--- config.mk ---
export PLATFORM = sky130hd
export DESIGN_NAME = pn_injector
export DESIGN_NICKNAME = d
export VERILOG_FILES = /design/src/rtl/pn_injector_pkg.sv /design/src/rtl/pn_ts_fifo.sv /design/src/rtl/pn_injector.sv
export SDC_FILE = /design/constraint.sdc
export NUM_CORES = 1
export LEC_CHECK = 0
export CAP_MARGIN = 20
export CORE_MARGIN = 4
export CORE_UTILIZATION = 50
export CTS_BUF_LIST = sky130_fd_sc_hd__clkbuf_16
export DETAILED_ROUTE_END_ITERATION = 10
export PLACE_DENSITY = 0.71
export SYNTH_ARGS = -nofsm -noshare
export SYNTH_HDL_FRONTEND = slang
export SYNTH_SLANG_ARGS = --single-unit
export TNS_END_PERCENT = 1
--- constraint.sdc ---
create_clock -name clk -period 2.4 [get_ports clk]
set_input_delay 0.48 -clock clk [delete_from_list [all_inputs] [get_ports clk]]
set_output_delay 0.48 -clock clk [all_outputs]
set_load 0.01 [all_outputs]
--- src/rtl/pn_injector_pkg.sv ---
// pn_injector_pkg: time-stamp encoding shared with the permutation-network
// arbiters, plus the head state type of the injector.
package pn_injector_pkg;

    // Timestamp width that both the injector and the arbiters agree on.
    localparam int PN_TIME_WIDTH = 8;

    // Empty-slot code: a lane whose time field is 0 carries no flit.
    localparam int PN_TS_EMPTY = 0;

    // First value of the time counter after reset and after a wrap.
    localparam int PN_TS_START = 1;

    typedef enum logic {
        HS_EMPTY,
        HS_WAIT
    } head_st_t;

endpackage

--- src/rtl/pn_ts_fifo.sv ---
// pn_ts_fifo: DEPTH-entry synchronous FIFO of {data, time} entries.
// Ports: push/pop strobes, head entry, full/empty flags and entry count.
module pn_ts_fifo #(
    parameter int DW    = 32,
    parameter int TW    = 8,
    parameter int DEPTH = 4
) (
    input  logic                     clk,
    input  logic                     reset_n,
    input  logic                     push,
    input  logic [DW-1:0]            push_data,
    input  logic [TW-1:0]            push_time,
    input  logic                     pop,
    output logic [DW-1:0]            head_data,
    output logic [TW-1:0]            head_time,
    output logic                     full,
    output logic                     empty,
    output logic [$clog2(DEPTH):0]   count
);

    localparam int AW = $clog2(DEPTH);

    logic [DW-1:0] mem_d [DEPTH];
    logic [TW-1:0] mem_t [DEPTH];
    logic [AW-1:0] wptr;
    logic [AW-1:0] rptr;
    logic [AW:0]   cnt;

    // Storage carries no reset; validity is tracked by cnt alone.
    always_ff @(posedge clk) begin
        if (push) begin
            mem_d[wptr] <= push_data;
            mem_t[wptr] <= push_time;
        end
    end

    // DEPTH is a power of two, so pointers wrap by natural overflow.
    always_ff @(posedge clk) begin
        if (!reset_n) begin
            wptr <= '0;
            rptr <= '0;
            cnt  <= '0;
        end else begin
            if (push) wptr <= wptr + AW'(1);
            if (pop)  rptr <= rptr + AW'(1);
            unique case ({push, pop})
                2'b10:   cnt <= cnt + (AW+1)'(1);
                2'b01:   cnt <= cnt - (AW+1)'(1);
                default: cnt <= cnt;
            endcase
        end
    end

    assign head_data = mem_d[rptr];
    assign head_time = mem_t[rptr];
    assign full      = (cnt == (AW+1)'(DEPTH));
    assign empty     = (cnt == '0);
    assign count     = cnt;

endmodule

--- src/rtl/pn_injector.sv ---
// pn_injector: stamps PE flits with a creation time, queues them and injects
// the head into a free router lane; flags a head that has waited too long.
// Ports: enq_* from the PE, slot_free/inj_* to the router, starve, occupancy.
module pn_injector
    import pn_injector_pkg::*;
#(
    parameter int DATA_WIDTH   = 32,
    parameter int TIME_WIDTH   = PN_TIME_WIDTH,
    parameter int DEPTH        = 4,
    parameter int STARVE_LIMIT = 16
) (
    input  logic                     clk,
    input  logic                     reset_n,
    input  logic                     enq_valid,
    input  logic [DATA_WIDTH-1:0]    enq_data,
    output logic                     enq_ready,
    input  logic                     slot_free,
    output logic                     inj_valid,
    output logic [DATA_WIDTH-1:0]    inj_data,
    output logic [TIME_WIDTH-1:0]    inj_time,
    output logic                     starve,
    output logic [$clog2(DEPTH):0]   occupancy
);

    localparam int WW = $clog2(STARVE_LIMIT + 1);
    localparam logic [TIME_WIDTH-1:0] TS_MAX = '1;

    logic [TIME_WIDTH-1:0] tcnt;
    logic [WW-1:0]         wcnt;
    logic [WW-1:0]         wcnt_nx;
    head_st_t              state;
    head_st_t              state_nx;

    logic                  push;
    logic                  pop;
    logic                  full;
    logic                  empty;
    logic [DATA_WIDTH-1:0] head_data;
    logic [TIME_WIDTH-1:0] head_time;
    logic [$clog2(DEPTH):0] count;

    assign enq_ready = !full;
    assign push      = enq_valid && enq_ready;
    assign inj_valid = !empty && slot_free;
    assign pop       = inj_valid;
    assign inj_data  = inj_valid ? head_data : '0;
    assign inj_time  = inj_valid ? head_time : TIME_WIDTH'(PN_TS_EMPTY);
    assign occupancy = count;

    pn_ts_fifo #(
        .DW    (DATA_WIDTH),
        .TW    (TIME_WIDTH),
        .DEPTH (DEPTH)
    ) u_fifo (
        .clk       (clk),
        .reset_n   (reset_n),
        .push      (push),
        .push_data (enq_data),
        .push_time (tcnt),
        .pop       (pop),
        .head_data (head_data),
        .head_time (head_time),
        .full      (full),
        .empty     (empty),
        .count     (count)
    );

    // Skips 0 on wrap so a stamp never looks like an empty slot.
    always_ff @(posedge clk) begin
        if (!reset_n) begin
            tcnt <= TIME_WIDTH'(PN_TS_START);
        end else if (tcnt == TS_MAX) begin
            tcnt <= TIME_WIDTH'(PN_TS_START);
        end else begin
            tcnt <= tcnt + TIME_WIDTH'(1);
        end
    end

    always_ff @(posedge clk) begin
        if (!reset_n) begin
            state <= HS_EMPTY;
            wcnt  <= '0;
        end else begin
            state <= state_nx;
            wcnt  <= wcnt_nx;
        end
    end

    always_comb begin
        state_nx = state;
        wcnt_nx  = wcnt;
        unique case (state)
            HS_EMPTY: begin
                wcnt_nx = '0;
                if (push) state_nx = HS_WAIT;
            end
            HS_WAIT: begin
                if (pop) begin
                    // A new head starts its wait from zero.
                    wcnt_nx = '0;
                    if (count == 1 && !push) state_nx = HS_EMPTY;
                end else if (wcnt < WW'(STARVE_LIMIT)) begin
                    wcnt_nx = wcnt + WW'(1);
                end
            end
            default: begin
                state_nx = HS_EMPTY;
                wcnt_nx  = '0;
            end
        endcase
    end

    assign starve = (state == HS_WAIT) && (wcnt >= WW'(STARVE_LIMIT));

endmodule

### Word-level counts from Yosys, hierarchy flattened

Memory sizes are Yosys's and may differ from the RTL's. A register that Yosys moved wholly into a read port is not among the register bits.
Cells that the tools add are included.

* $add $sub $neg: 6
* order comparisons: 2
* equal/unequal tests: 6
* muxes and demuxes: 15
* bitwise operators: 2
* reduce and logical (&&, ||, !) cells: 10

Operators by type and width (number)
* 32-bit 2-to-1 mux: 1
* 5-bit 2-to-1 mux: 2
* 5-bit case mux with 2 select lines: 1
* 8-bit by 1-bit adder with 8-bit output (second input constant): 1
* 8-bit equality test (second input constant): 1
* 2-bit 2-to-1 mux: 4
* 8-bit 2-to-1 mux: 1
* 3-bit case mux with 2 select lines: 1
* 5-bit by 1-bit adder with 5-bit output (second input constant): 1
* 5-bit >= comparator (second input constant): 1
* 5-bit < comparator (second input constant): 1
* 2-bit by 1-bit adder with 2-bit output (second input constant): 2
* 1-bit logical AND: 4
* 1-bit 2-to-1 mux: 4
* 3-bit by 1-bit adder with 3-bit output (second input constant): 1
* 3-bit by 1-bit equality test with 1-bit output (second input constant): 1
* 3-bit equality test (second input constant): 1
* 1-bit zero test: 3
* 3-bit zero test: 1
* 3-bit by 2-bit inequality test with 1-bit output (second input constant): 1
* 3-bit by 1-bit subtractor with 3-bit output (second input constant): 1
* 2-bit by 1-bit equality test with 1-bit output (second input constant): 1
* 2-bit equality test (second input constant): 1
* 1-bit inverter: 2
* 3 further kinds: 3

* bits in registers: 21
* RAM bits: 160
* bits of input ports: 36
* output and inout bits: 46
* memories: 2

Memory list
* u_fifo.mem_d: depth 4, width 32, read ports 1, clocked after Yosys merged registers in 1, write ports 1, RTL line pn_ts_fifo.sv:23 `logic [DW-1:0] mem_d [DEPTH];`
* u_fifo.mem_t: depth 4, width 8, read ports 1, clocked after Yosys merged registers in 1, write ports 1, RTL line pn_ts_fifo.sv:24 `logic [TW-1:0] mem_t [DEPTH];`

### Depth between registers and ports, before layout

* depth after elaboration: 8
* gate-level depth with buffers: 10
* gate-level depth less buffers: 9

### Modules after synthesis

From an unflattened synthesis, not the netlist that was laid out.

* cell total of the unflattened synthesis: 367
* area, all modules: 7136.8 sq um

By module, submodules not included
* pn_ts_fifo: times used 1, cells each 255, area an instance 6267.3 sq um
* pn_injector: times used 1, cells each 112, area an instance 869.6 sq um

### Worst setup path before layout

OpenSTA, ideal clock, no wires.

* path kind: register to register
* from: reg u_fifo.cnt[0] (netlist: u_fifo.count[0])
* to: mem u_fifo.mem_d[1][0], enable pin
* library setup time: 401 ps
* arrival time: 2058 ps
* setup slack: -59 ps
* cell stages (with the launch flop): 5
* path buffers: 0
* period minus slack after synthesis: 2459 ps
* cell sequence: dfxtp_1 > inv_1 > ha_1 > a21boi_2 > and2_1

* longest elaborated chain between the ends: 5

Ends and longest elaborated chain
* from (decl): RTL line pn_ts_fifo.sv:27 `logic [AW:0] cnt;`
* from (signal assigned): RTL line pn_ts_fifo.sv:47 `2'b10: cnt <= cnt + (AW+1)'(1);`
* from (signal assigned): RTL line pn_ts_fifo.sv:48 `2'b01: cnt <= cnt - (AW+1)'(1);`
* from (signal assigned): RTL line pn_ts_fifo.sv:49 `default: cnt <= cnt;`
* 3-bit equality test: RTL line pn_ts_fifo.sv:56 `assign full = (cnt == (AW+1)'(DEPTH));`
* 1-bit zero test: RTL line pn_injector.sv:42 `assign enq_ready = !full;`
* 1-bit logical AND: RTL line pn_injector.sv:43 `assign push = enq_valid && enq_ready;`
* 1-bit 2-to-1 mux: RTL line pn_ts_fifo.sv:31 `if (push) begin`
* 1-bit 2-to-1 mux (not written as such): RTL line pn_ts_fifo.sv:32 `mem_d[wptr] <= push_data;`
* to (decl): RTL line pn_ts_fifo.sv:23

No other way between the ends.

==> results.md <==
- Slew @ Worst Pin: 0.4787 ns
- CP endpoint kind: output pin
- Die Ht: 128.0 um
- Router iterations before antenna repair: 4
- DRC violations left: 0
- Core area: 13,990 um2
- Clock tree root buffer cell: clkbuf_16
- CP required: 1.92 ns
- GR Overflow Total: 0
- Die width: 128.0 um
- Drt total wl: 12,510 um
- I/O Buffers: 81
- Worst Clk Skew: 0.005371 ns
- Post-Synth Simple-Gate Area: 0.06609
- Avg WL per Cell: 18.35 um
- FF-to-FF Start: u_fifo.count[0]$_SDFFE_PN0P_
- Largest net degree at the start of global routing: 41
- Post-synthesis sequential area ratio: 0.7318
- Mux cell area share after synthesis: 0.1294
- Top-Level Pins: 82
- Number of synthesized flops with an enable pin: 160
- Site row count: 43
- Async SR Flop Fraction: 0
- Power Density: 968.1 nW/um2
- Worst setup SP type: register
- CTS tree: yes
- Layout cell share with drive strength beyond 1: 0.3088
- Reg2reg setup slack: 0.29 ns
- Synth Area in Compound Gates: 0.01861
- Sink Count: 183
- Worst EP arrival: 1.92 ns
- DRT iter0 DRCs: 215
- Most common cell after layout, fill and taps aside: edfxtp_1
- Leak Pwr: 3.110 nW
- RSZ-0062 raised after global routing: true
- Initial core utilization: 0.5143
- Sw Share: 0.2466
- Syn Nets: 417
- Dpl hpwl: 7619 um
- Initial antenna violation count: 0
- Max_slew headroom: 0.6805
- Vias per cell: 5.353
- Net Sw Power: 2.126 mW
- Max VDD drop: 0.5451 mV
- Combinational power share: 0.243
- Main combinational cell family by area after synthesis: multiplexers
- Hold Crit Class: register to register
- Routed via count: 3,651
- Clock Path Buffers: 2
- Most frequent cells in the layout: edfxtp_1 (160), mux4_2 (40), clkdlybuf4s50_1 (40), nor2b_1 (34), buf_2 (30)
- # nets final: 536
- Status: finished, final reports clean
- Final setup vio count: 0
- Crit Path Max Fanout: 18
- Total chip power: 8.622 mW
- Synthesized flop and latch total: 183
- Max-capacitance violation count: 0
- Synth Cell Area: 7194 um2
- Area growth, synth to finish: 23.79%
- Clock-pin slew on the worst setup and hold paths: 0.06 ns
- Post-Synthesis Mean Instance Area: 19.44 um2
- Post-Synthesis Cells: 370
- YS warnings: 0
- Adder-Cell Fraction of Synth Area: 0.01913
- Post-Synth XOR/XNOR Area: 0.01096
- Clock Latency Late Sink: 0.42 ns
- Sequential share of power: 0.448
- Cell Int Power: 6.496 mW
- Overall routing resource usage: 0.1626
- Max-slew violations: 0
- HP Start: u_fifo.rptr[1]$_SDFFE_PN0P_
- Reg2reg path depth: 9
- # fillers: 1,008
- Final min period: 2.396 ns
- GPL Wtd Cong: 0.7732
- Worst Setup EP: inj_data[1]
- Fmax achieved: 417.3 MHz
- Critical path type: register to output pin
- Antenna-violating nets left: 0
- Antenna cell count: 0
- Top FF cell, synth: edfxtp_1
- Hold Vio Cnt, Final: 0
- Die ar.: 16,370 um2
- First-pass GRT wire length: 19,890 um
- # H-tree levels: 4
- Period utilization: 0.9985
- Library cells used by synthesis: 37
- Vias in the first global route: 3,837
- Worst r2r dst: u_fifo.count[2]$_SDFFE_PN0P_
- CTS Buf Count: 17
- Pre-CTS setup slack: -0.1405 ns
- Final setup margin: 0.003680 ns
- Clock share of power: 0.308
what timing repair did:
item                                    4_1_cts  5_1_grt
gates resized for setup                     138       25
pin swaps                                     0        0
hold buffers                                  0        0
setup buffers                                 0       12
cloned                                        1        0
endpoints found under the setup margin       41       31
cell families (layout without fill, tap and decap cells):
group,Yosys count,count (layout)
AO/OA/AOI/OAI,21,21
XOR/XNOR,9,9
adder cells (fa/ha/maj),11,11
buffers and inverters,25,157
flip-flops,183,183
multiplexers,43,43
AND/OR/NAND/NOR,78,78
sequential cells by signal, summed over array words and instances, names as in the netlist, named ones only:
register and cells:
u_fifo.mem_d 128, state 1, tcnt 8, wcnt 5, u_fifo.mem_t 32, u_fifo.count 3, u_fifo.wptr 2, u_fifo.rptr 2
critical path, stage by stage, from the launching register on:
cell     delay, ns
dfxtp_4       0.42
buf_12        0.18
buf_4         0.13
mux4_2        0.49
nor2b_1       0.14
buf_2         0.14
power by group through the flow:
stage | Clock (mW) | Sequential, mW | Combinational (mW)
after floorplan | 0 | 3.91 | 1.26
after global placement | 0 | 3.90 | 2.14
after detailed placement | 0 | 3.92 | 2.17
after CTS | 2.70 | 3.87 | 2.09
after global routing | 2.86 | 3.89 | 2.28
final | 2.66 | 3.87 | 2.10
synth_stat cells, drive strengths merged, types with 2 or more instances:
| master | number | share of area |
|---|---|---|
| buf | 11 | 0.017 |
| mux2i | 3 | 0.0042 |
| nand3 | 4 | 0.0028 |
| nor2 | 13 | 0.0068 |
| mux4 | 40 | 0.13 |
| inv | 10 | 0.0052 |
| dfxtp | 23 | 0.064 |
| edfxtp | 160 | 0.67 |
| xnor2 | 3 | 0.0037 |
| a21oi | 9 | 0.0063 |
| nor2b | 42 | 0.039 |
| xor2 | 6 | 0.0073 |
| o21ai | 3 | 0.0021 |
| and2 | 6 | 0.0052 |
| or4 | 2 | 0.0021 |
| o31ai | 2 | 0.0021 |
| ha | 11 | 0.019 |
| clkbuf | 4 | 0.0021 |
| nand2 | 3 | 0.0016 |
| or3 | 3 | 0.0026 |
final cells by class:
| class | count | area [um2] | area share |
|---|---|---|---|
| clock buffers | 17 | 425.4 | 0.04777 |
| clock inverters | 15 | 143.9 | 0.01616 |
| well taps | 180 | 225.2 | 0.02529 |
| inverters | 10 | 37.54 | 0.004215 |
| flip-flops and latches | 183 | 5271 | 0.5919 |
| repair buffers | 115 | 1013 | 0.1138 |
| multi-input cells | 162 | 1789 | 0.2009 |
layer usage:
| layer | GRT usage | up-vias | part of all wire |
|---|---|---|---|
| met1 | 0.2133 | 1844 | 0.44 |
| met5 | 0 | - | 0 |
| met4 | 0.06367 | 0 | 0.015 |
| met2 | 0.2628 | 104 | 0.49 |
| li1 | - | 1687 | - |
| met3 | 0.04167 | 16 | 0.052 |
how the worst min path moves through the flow:
stage / endpoint / slack, ns / depth (start not counted)
2_1_floorplan: tcnt[0]$_SDFF_PP1_ / 0.44 / 1
4_1_cts: register / 0.48 / 2
3_5_place_dp: register / 0.47 / 2
5_1_grt: register / 0.51 / 2
6_report: register / 0.48 / 2
3_3_place_gp: register / 0.46 / 2
per-stage QoR:
stage                     cells  instance area [um2]  setup TNS [ns]  hold WS, ns  utilization
after floorplan             370                 7196          -7.041       0.4353            -
after global placement      637                 8386          -1.084       0.4597       0.5995
after detailed placement    637                 8386          -1.538       0.4695       0.5995
after CTS                   670                 8912         -0.4904       0.4818       0.6371
after global routing        682                 8906         -0.7594       0.5057       0.6367
final                       682                 8906               0       0.4821       0.6367
Power figures use the tool's default switching activity.
==> RTL edit (same settings) <==
Set the parameter `DATA_WIDTH` to 36 (it was 32).
--- a/src/rtl/pn_injector.sv
+++ b/src/rtl/pn_injector.sv
@@ -5,5 +5,5 @@
     import pn_injector_pkg::*;
 #(
-    parameter int DATA_WIDTH   = 32,
+    parameter int DATA_WIDTH   = 36,
     parameter int TIME_WIDTH   = PN_TIME_WIDTH,
     parameter int DEPTH        = 4,
Ports: changed (resized enq_data and inj_data); port bits go from 82 to 90. No check against the original RTL was run, so the function may have changed too.
==> RTL edit against the original RTL <==
  * Power increased by 10%
  * Largest cell class unchanged
  * Final area increased by 11%
  * Sequential cell count rose by 16
  * Fmax is 1.6% higher
  * Critical endpoint is now inj_data[17]
  * Via count is 9.1% higher
  * Synthesized area increased by 8.9%
  * Routed wire length is 18% higher
  * Combinational power is 29% higher
  * Setup slack improved by 37 ps
  * Count of clock-buffer cells in the layout is the same
  * Register-to-register slack better by 100 ps
==> RTL edit: results (changes against the original RTL) <==
Pwr
  • Pint: 7020 µW (+8.1%)
  • Logic power comb: 2710 µW (+29%)
  • Clk pwr: 2580 µW (-3%)
  • Leak: 0.00342 µW (+9.9%)
  • Peak supply drop: 0.622 mV (+14%)

Drt
  • DR vias: 3983 (+9.1%)
  • Initial DRC Count: 276 (+28%)

Layout
  • Largest regs: u_fifo.mem_d (144), u_fifo.mem_t (32), tcnt (8)
  • Layout cells sized above 1: 33.6% (+2.7 points)
  • Nets: 580 (+8.2%)

Global route
  • First-pass GRT wire length: 22.7 mm (+14%)
  • Number of global-route vias before repair: 4216 (+9.9%)
  • Largest net degree at the start of global routing: 45 (+9.8%)
  • Antenna violations before repair: 1 (+1)
  • GRT Total Usage: 16.9% (+0.64 points)

Synthesis
  • Synthesized Nets: 446 (+7.0%)
  • Top cells by count, synth: 176 x edfxtp_1, 40 x mux4_2, 40 x nor2b_1
  • Top post-synthesis cells by area: edfxtp_1 67%, mux4_2 11%, dfxtp_1 5.9%, nor2b_1 3.2%, ha_1 1.8%
  • Synth cell types: 39 (+5.4%)
  • Post-synth EDFFs: 176 (+10%)
  • Seq/Total Area, Yosys: 73.3% (+0.14 points)

Placement
  • Gpl congestion: 0.791 (+2.3%)
  • Post-detail-place hpwl: 8.47 mm (+11%)
  • Placed cell areas: 9130 µm² (+8.8%)

Worst setup path
  • Critical Path Fanout Max: 11 (-7)
  • Data arrival time at the worst-slack endpoint: 1880 ps (-40 ps)

Timing
  • Clock Skews: 9.42 ps (+4.05 ps)
  • Worst-margin pin slew: 477 ps (-1.33 ps)

Status
  • Status: finished clean
[RTL edit: worst max-delay path, stage by stage (launching register included)]
cell and delay [ps]:
dfxtp_4 400, buf_12 180, buf_12 130, mux4_2 470, nor2b_1 140, buf_2 140
[RTL edit: worst paths after layout]
path | startpoint | endpoint | slack (ps) | depth (start not counted)
worst max-delay path | register | inj_data[17] | 40 | 5
worst min-delay path | tcnt[0] | tcnt[0] | 490 | 1
worst max register to register | u_fifo.count[1] | u_fifo.count[2] | 390 | 10
worst min register to register | tcnt[0] | tcnt[0] | 490 | 1
[RTL edit: through the flow]
step / total power, µW / cells / worst slack, ps / hold WS (ps)
2_1_floorplan: 5630 / 395 / -153 / 435
3_3_place_gp: 6590 / 700 / -88.7 / 453
3_5_place_dp: 6640 / 700 / -90.4 / 483
4_1_cts: 9270 / 738 / -49.6 / 493
5_1_grt: 9950 / 753 / -34.4 / 525
6_report: 9500 / 753 / 40.4 / 489
[RTL edit: logic make-up after synthesis]
logic type	after synthesis	synth area share [%]
xor+xnor	9	1.01
simple gates	82	6.67
flops	199	73.3
mux	47	13.2
compound gates	21	1.71
buf+inv	26	2.32
fa+ha+maj	11	1.76
[RTL edit: final cells by class]
cell class	count	area, µm²
sequential	199	5750
clock inverter	15	113
multi-input combinational	170	1970
tap	211	264
timing repair buffer	131	1290
clock buffer	17	425
inverter	10	37.5
fill	1060	5410
[RTL edit: routing by layer]
layer	track usage [%]	up-vias	share of wire, %
li1	-	1830	-
met1	21.7	2038	45
met2	27.7	95	49
met3	5.14	18	4.7
met4	5.89	2	1.5
met5	0	-	0.088
[RTL edit: repair_timing]
item | CTS | global route
cloned | 1 | 2
setup endpoints to repair | 45 | 39
gates resized for setup | 184 | 26
pin swaps | 0 | 1
setup buffers | 5 | 13
